File: src/rtl/pipe_stage_skid.sv
// Handshaked pipeline stage register with optional two-entry skid buffer.
// Payload is an opaque WIDTH-bit vector; flush and reset both zero the stored entries.
//
// state     | meaning
// ----------+-------------------------------------------------------
// EMPTY     | no entry held, out_valid low
// FULL      | one entry in out_data
// SKID_FULL | two entries: older in out_data, younger in skid_data
module pipe_stage_skid #(
   parameter int WIDTH = 80,
   parameter bit SKID  = 1'b1
) (
   input  logic             clk,
   input  logic             clrn,
   input  logic             flush,
   input  logic             in_valid,
   input  logic [WIDTH-1:0] in_data,
   output logic             in_ready,
   output logic             out_valid,
   output logic [WIDTH-1:0] out_data,
   input  logic             out_ready,
   output logic [1:0]       occupancy
);

   typedef enum logic [1:0] {
      EMPTY     = 2'd0,
      FULL      = 2'd1,
      SKID_FULL = 2'd2
   } state_t;

   state_t           state, state_nxt;
   logic [WIDTH-1:0] skid_data, out_data_nxt, skid_data_nxt;

   // Skid mode decodes in_ready from the state flops only, cutting the out_ready path.
   assign in_ready  = SKID ? (state != SKID_FULL) : ((state == EMPTY) | out_ready);
   assign out_valid = (state != EMPTY);
   assign occupancy = state;

   always_comb begin
      state_nxt     = state;
      out_data_nxt  = out_data;
      skid_data_nxt = skid_data;
      case (state)
         EMPTY: begin
            if (in_valid) begin
               out_data_nxt = in_data;
               state_nxt    = FULL;
            end
         end
         FULL: begin
            if (in_valid && in_ready) begin
               if (out_ready) begin
                  out_data_nxt = in_data;
               end else if (SKID) begin
                  skid_data_nxt = in_data;
                  state_nxt     = SKID_FULL;
               end
            end else if (out_ready) begin
               state_nxt = EMPTY;
            end
         end
         SKID_FULL: begin
            if (out_ready) begin
               out_data_nxt = skid_data;
               state_nxt    = FULL;
            end
         end
         default: state_nxt = EMPTY;
      endcase
      // Zeroing keeps stale control fields from reaching downstream decode.
      if (flush) begin
         state_nxt     = EMPTY;
         out_data_nxt  = '0;
         skid_data_nxt = '0;
      end
   end

   always_ff @(posedge clk or posedge clrn) begin
      if (clrn) begin
         state     <= EMPTY;
         out_data  <= '0;
         skid_data <= '0;
      end else begin
         state     <= state_nxt;
         out_data  <= out_data_nxt;
         skid_data <= skid_data_nxt;
      end
   end

endmodule

File: config.mk
export PLATFORM = sky130hd
export DESIGN_NAME = pipe_stage_skid
export DESIGN_NICKNAME = d
export VERILOG_FILES = /design/src/rtl/pipe_stage_skid.sv
export SDC_FILE = /design/constraint.sdc
export NUM_CORES = 1
export LEC_CHECK = 0
export CAP_MARGIN = 30
export CORE_MARGIN = 8
export CORE_UTILIZATION = 30
export DETAILED_ROUTE_END_ITERATION = 7
export GPL_ROUTABILITY_DRIVEN = 1
export GPL_TIMING_DRIVEN = 0
export HOLD_SLACK_MARGIN = 0.05
export REMOVE_ABC_BUFFERS = 1
export SYNTH_ARGS = -nofsm -noshare
export SYNTH_HDL_FRONTEND = slang
export SYNTH_SLANG_ARGS = --single-unit
File: constraint.sdc
create_clock -name clk -period 5.31 [get_ports clk]
set_input_delay 0.7965 -clock clk [delete_from_list [all_inputs] [get_ports clk]]
set_output_delay 0.7965 -clock clk [all_outputs]
set_load 0.05 [all_outputs]
== Word-level counts from Yosys, hierarchy flattened ==
Cells that the tools add are included.
Word-level totals
  flip-flop bits (word level): 162
  input bits: 85
  output and inout port bits: 84
  logic and storage cells: 39
Cells by class
  equality and inequality tests: 10
  muxes and demuxes: 17
  reduce and logical (&&, ||, !) cells: 9
Operator list (count)
  $mux W80: 9
  $pmux W80 S3: 1
  $mux W2: 6
  $ne A3 B3 Y1 const B: 4
  $ne A4 B4 Y1 const B: 2
  $pmux W2 S3: 1
  $reduce_bool A2 Y1: 3
  $reduce_and A5 Y1: 1
  $ne A2 B2 Y1 const B: 2
  $reduce_and A4 Y1: 1
  $reduce_bool A4 Y1: 1
  $reduce_and A3 Y1: 1
  $eq A2 B1 Y1 const B: 1
  $eq A2 B2 Y1 const B: 1
  $logic_not A2 Y1: 1
  $logic_and A1 B1 Y1: 1

== Depth between registers and ports, before layout ==
Gate-level depths: netlist of the first run.
  depth in word-level cells: 5
  mapped depth: 8
  depth with buffers taken out: 6

== Worst setup path after synthesis of the first run ==
OpenSTA, ideal clock, no wires.
  path type: reg2out
  from: register state[0], in the netlist occupancy[0]
  to: output port in_ready
  arrival: 1990 ps
  required time: 4513 ps
  path slack: 2524 ps
  cell stages (with the launch flop): 6
  buffers on the path: 2
  cell sequence: dfrtp_1 inv_1 ha_1 clkbuf_1 clkbuf_1 inv_1
On the way
  longest elaborated chain between the ends: 1
Ends and longest elaborated chain
  from (decl): line 31  | state_t state, state_nxt;
  from (signal assigned): line 84  | state <= state_nxt;
  $ne A2 B2 Y1: line 35  | assign in_ready = SKID ? (state != SKID_FULL) : ((state == EMPTY) | out_ready);
  to (decl): line 18  | output logic in_ready,
Every way passes these cells.

== Worst setup path after layout of the first run ==
Ends and elaborated chain as after synthesis.

==> reports/metrics.cfg, run 1 <==
[global_routing]
grt.total_usage_pct=13.79
grt_first_pass_wirelength_um=31560
grt_max_degree=83
grt_overflow=0
antenna_found_initial=0
grt_pass1_vias=5792

[placement]
place_congestion=0.6999
postPlaceCellArea_um2=9051
dpl.cell_count=985
dp_hpwl_um=12700
port_buffers=168

[worst_setup_path]
crit_path_cell_trace=inv_1 > ha_4 > inv_1 > clkdlybuf4s50_1
worstPathRequired_ns=4.51
reg2reg_from=occupancy[1]$_DFFE_PP0P_
cp-startpoint=occupancy[0]$_DFFE_PP0P_
cp-end-kind=primary output
r2r_slack_ns=2.22
path_class=reg2out
cp_slowest_stage_delay_ns=0.73
crit_fanout=40
start_kind=register
cp.arrival_ns=2.59
crit_top_cell=inv_1
critical-path-slowest-cell=clkdlybuf4s50_1

[cts]
worstSkewPairLatency_ns=0.42
clock_sinks=162
path_clk_slew_ns=0.06
ctsHoldBuffers=0
clock_tree.root_cell=clkbuf_16
cts-buffers-inserted=17
cts_max_level=4
postCtsSetupRepairBufs=0
tritoncts=built
cts_buffer_depth=2
ctsResizeCount=0

[synth]
ys_warn_count=0
syn_area_um2=6872
synth_top_area_share_pct=58.99
ys_ff_latch=162
syn_inst=563
synth_area_leaders=dfrtp_1, mux2i_1, a22o_1
yosysTopAreaCell=dfrtp_1
postSynthAreaPerCell_um2=12.21
yosysUniqueCellTypes=19
seq_area_frac_synth_pct=58.99

[layout]
final_layout_size_suffix_gt1_share_pct=8.333
fillers=2121
nets=809
finalInstanceArea_um2=9644
final_cells=1017
antennaDiodeCount=0
synthToLayoutAreaGrowth_pct=40.35
multiInputGateArea_um2=2621
seq_area_um2=4054

[timing]
tightest_slew_ns=0.8421
fmax_mhz=295.3
slew_headroom_pct=43.86
fin_crit_ns=3.386
hold_viol=0
clock_skew_ns=0.007938
setup_viol=0
grt_setup_unrepaired=no
finalCritPeriodShare_pct=63.77
slew_viol_final=0

[drt]
num_vias=5187
drt-pass1-iter-count=7
drc=0
drt_wl_total_um=19110
drt-initial-drc-count=289
ant_nets=0
wl_per_cell_um=18.79
viasPerCell=5.100

[min_path]
worstHoldStart=skid_data[62]$_DFFE_PP0P_
worst_hold_path_type=reg2reg

[floorplanning]
fp.dieH_um=167.3
initial_utilization_pct=30.44
io_pins=169
coreArea_um2=22570
die_w_um=167.3
die_area_um2=28000
rows=55

[pwr]
peakVddDrop_v=0.0001807
p_per_area_nw_per_um2=465.6
total_power_mw=4.490
cellLeakagePower_nw=4.014

[flow_run]
max-cap-violations=0

[status]
status=completed

[through the flow]
stage / hold slack (ns) / util (%) / TNS (ns) / worst slack [ns]
floorplan: 0.4729 / - / -76.00 / -0.5490
global placement: 0.4872 / 38.59 / -1065.24 / -6.913
detailed placement: 0.4908 / 40.10 / 0 / 1.758
CTS: 0.5100 / 42.73 / 0 / 1.861
global route: 0.5199 / 42.73 / 0 / 1.719
finish: 0.5047 / 42.73 / 0 / 1.924
[placed cells by master (no fill, tap or decap), types with 2 or more instances in the layout]
cell type,Yosys,layout
bufinv_16,0,2
clkdlybuf4s50_1,0,167
nor2_1,87,86
mux2i_1,80,80
a211oi_1,80,80
buf_12,0,2
mux2_2,2,2
buf_6,0,14
inv_8,0,3
buf_8,0,2
ha_1,5,4
inv_1,6,5
clkinvlp_4,0,5
inv_6,0,2
clkbuf_16,0,17
a22o_1,80,80
clkbuf_1,42,2
dfrtp_1,162,162
buf_16,0,3
[cell type report]
class | instances | area share (%)
multi-input cells | 343 | 27.18
clock inverters | 12 | 1.518
flip-flops and latches | 162 | 42.03
clock buffers | 20 | 4.632
well taps | 285 | 3.697
repair buffers | 189 | 20.63
inverters | 6 | 0.3114
[worst max-delay path: cells and delay by family, from the launching register on]
family	cells	cell delay, ns
adders and majority gates	1	0.70
buffers and inverters	3	1.02
DFF	1	0.44
[logic make-up (layout without fill, tap and decap cells)]
| family | Yosys count | count (layout) | share of synthesized area [%] |
|---|---|---|---|
| and+or+nand+nor | 93 | 93 | 5.244 |
| buffers and inverters | 58 | 227 | 3.223 |
| DFF | 162 | 162 | 58.99 |
| AOI/OAI and AO/OA | 163 | 163 | 19.65 |
| muxes | 82 | 82 | 11.98 |
| adders and majority gates | 5 | 5 | 0.9104 |
[layer usage]
layer | vias to the layer above | wire length (um) | global-route usage (%)
met4 | 0 | 180 | 4.309
li1 | 2405 | - | -
met1 | 2634 | 8568 | 16.81
met3 | 12 | 1060 | 4.397
met2 | 136 | 9296 | 22.90
met5 | - | 0 | 0
[cells in the mapped netlist]
cell type	number
dfrtp_1	162
nor2_1	87
a211oi_1	80
a22o_1	80
mux2i_1	80
clkbuf_1	42
buf_1	7
inv_1	6
ha_1	5
buf_2	3
mux2_2	2
nor3_1	2
a2111oi_4	1
nand2_1	1
nand2b_1	1
nand3b_1	1
nor2b_1	1
o21ba_2	1
o221a_2	1
[power breakdown]
part           internal, mW  leakage [nW]  switching, mW  total [mW]
Combinational         0.596          1.56           1.09        1.69
Clock                 0.716         0.273          0.541        1.26
Sequential             1.42          2.18          0.118        1.54
Total                  2.74          4.01           1.75        4.49
[final timing paths]
check	endpoint	depth (start not counted)
worst max register to register	out_data[17]$_DFFE_PP0P_	10
max in group asynchronous	skid_data[29]$_DFFE_PP0P_	3
min in group asynchronous	out_data[53]$_DFFE_PP0P_	2
worst min register to register	skid_data[62]$_DFFE_PP0P_	1
worst max-delay path	in_ready	4
worst min-delay path	skid_data[62]$_DFFE_PP0P_	1
[state kept, by name, indices dropped and copies added (netlist names)]
signal     count
occupancy      2
out_data      80
skid_data     80
No activity file was read; power rests on OpenSTA's default activity.
==> run 2, diff against run 1 <==
==> constraint.sdc (replaced) <==
create_clock -name clk -period 2.88 [get_ports clk]
set_input_delay 0.432 -clock clk [delete_from_list [all_inputs] [get_ports clk]]
set_output_delay 0.432 -clock clk [all_outputs]
set_load 0.05 [all_outputs]
==> run 2 against run 1 <==
  * First-iteration DRC count grew 6.6%
  * Non-clock buffer count increased by 4
  * Global-route usage rose by 0.21 points
  * Design area up 0.53%
  * Register-to-register slack worse by 2.0 ns
  * Core utilization is 0.23 points higher
  * Critical path type unchanged
  * Largest cell class unchanged
==> reports/metrics.cfg, run 2 (synthesis gave the netlist of run 1 again) <==
[status]
status=completed

[global_routing]
antenna_found_initial=0
grt_overflow=0
grt_max_degree=83
grt_pass1_vias=5828
grt_first_pass_wirelength_um=31920
grt.total_usage_pct=14.00

[cts]
clock_sinks=162
clock_tree.root_cell=clkbuf_16
cts_max_level=4
cts-buffers-inserted=17
worstSkewPairLatency_ns=0.42
cts_buffer_depth=2
tritoncts=built
path_clk_slew_ns=0.07

[timing]
setup_viol=0
slew_headroom_pct=60.32
fin_ws_ns=0.1897
fmax_mhz=371.7
tightest_slew_ns=0.5951
finalCritPeriodShare_pct=93.41
clock_skew_ns=0.009703
hold_viol=0
fin_crit_ns=2.690
grt_setup_unrepaired=no
slew_viol_final=0
setup-tns-final_ns=0

[placement]
port_buffers=168
preCtsSetupSlack_ns=-0.3076
dp_hpwl_um=12700
dpl.cell_count=985
postPlaceCellArea_um2=9051
place_congestion=0.6999

[pwr]
peakVddDrop_v=0.0003330
p_per_area_nw_per_um2=857.3
cellLeakagePower_nw=4.038

[layout]
mostFrequentLayoutCells=clkdlybuf4s50_1, dfrtp_1, nor2_1
multiInputGateArea_um2=2621
antennaDiodeCount=0
synthToLayoutAreaGrowth_pct=41.10
final_core_util_pct=42.95
seq_area_um2=4055
finalInstanceArea_um2=9696
final_layout_size_suffix_gt1_share_pct=8.967
nets=813
final_cells=1021
fillers=2119
final_common_cell=clkdlybuf4s50_1

[floorplanning]
die_area_um2=28000
io_pins=169
fp.dieH_um=167.3
initial_utilization_pct=30.44
die_w_um=167.3
coreArea_um2=22570
rows=55

[drt]
wl_per_cell_um=19.18
viasPerCell=5.104
ant_nets=0
drt-pass1-iter-count=4
drt_wl_total_um=19580
drt-initial-drc-count=308
num_vias=5211
drc=0

[min_path]
min_delay_worst_endpoint=out_data[57]$_DFFE_PP0P_
worst_hold_path_type=in2reg
worstHoldStart=flush
whs_path_depth=2

[flow_run]
max-cap-violations=0

[worst_setup_path]
start_kind=register
reg2reg_from=occupancy[0]$_DFFE_PP0P_
crit_fanout=12
reg2regPathDepth=11
cp.arrival_ns=2.26
r2r_slack_ns=0.22
worstPathRequired_ns=2.45
path_class=reg2out
cp-end-kind=primary output
r2r-end=out_data[64]$_DFFE_PP0P_

run 2: power by group:
| part | internal, mW | total (mW) | leakage [nW] | switching, mW |
|---|---|---|---|---|
| registers | 2.63 | 2.85 | 2.18 | 0.219 |
| logic | 1.12 | 3.14 | 1.58 | 2.03 |
| clock network | 1.32 | 2.32 | 0.273 | 1.00 |
run 2: what timing repair did:
action,CTS,global route
hold buffers,0,0
setup buffers,3,1
pin swaps,1,0
resized for setup,0,1
endpoints found under the setup margin,21,6
run 2: how the worst max path moves through the flow:
stage               slack, ns                      from                         to
floorplan               -2.98  occupancy[0]$_DFFE_PP0P_   skid_data[0]$_DFFE_PP0P_
global placement        -8.98                     flush  skid_data[42]$_DFFE_PP0P_
detailed placement      -0.31                 out_ready   out_data[79]$_DFFE_PP0P_
CTS                      0.03  occupancy[0]$_DFFE_PP0P_                   in_ready
global route            0.007  occupancy[0]$_DFFE_PP0P_   out_data[45]$_DFFE_PP0P_
finish                   0.19  occupancy[0]$_DFFE_PP0P_                   in_ready
run 2: routing by layer:
metal,global-route usage (%),share of wire (%)
met3,4.467,5.4
met5,0,0
met4,4.270,0.70
met2,23.33,49
met1,17.03,45
run 2: final cells by class:
type	instances	area share (%)
flip-flops and latches	162	41.82
multi-input cells	343	27.04
repair buffers	193	21.04
clock buffers	20	4.607
well taps	285	3.678
clock inverters	12	1.510
inverters	6	0.3097
run 2: metrics by stage:
step | power [mW] | hold WS (ns)
3_5_place_dp | 6.029 | 0.4908
3_3_place_gp | 5.933 | 0.4872
4_1_cts | 8.403 | 0.2949
6_report | 8.312 | 0.3093
2_1_floorplan | 4.893 | 0.4729
5_1_grt | 8.722 | 0.3030
run 2: critical path: stages (launching register included):
cell and delay [ns]:
dfrtp_1 0.44, inv_1 0.20, ha_4 0.40, inv_1 0.08
clkdlybuf4s50_1 0.71
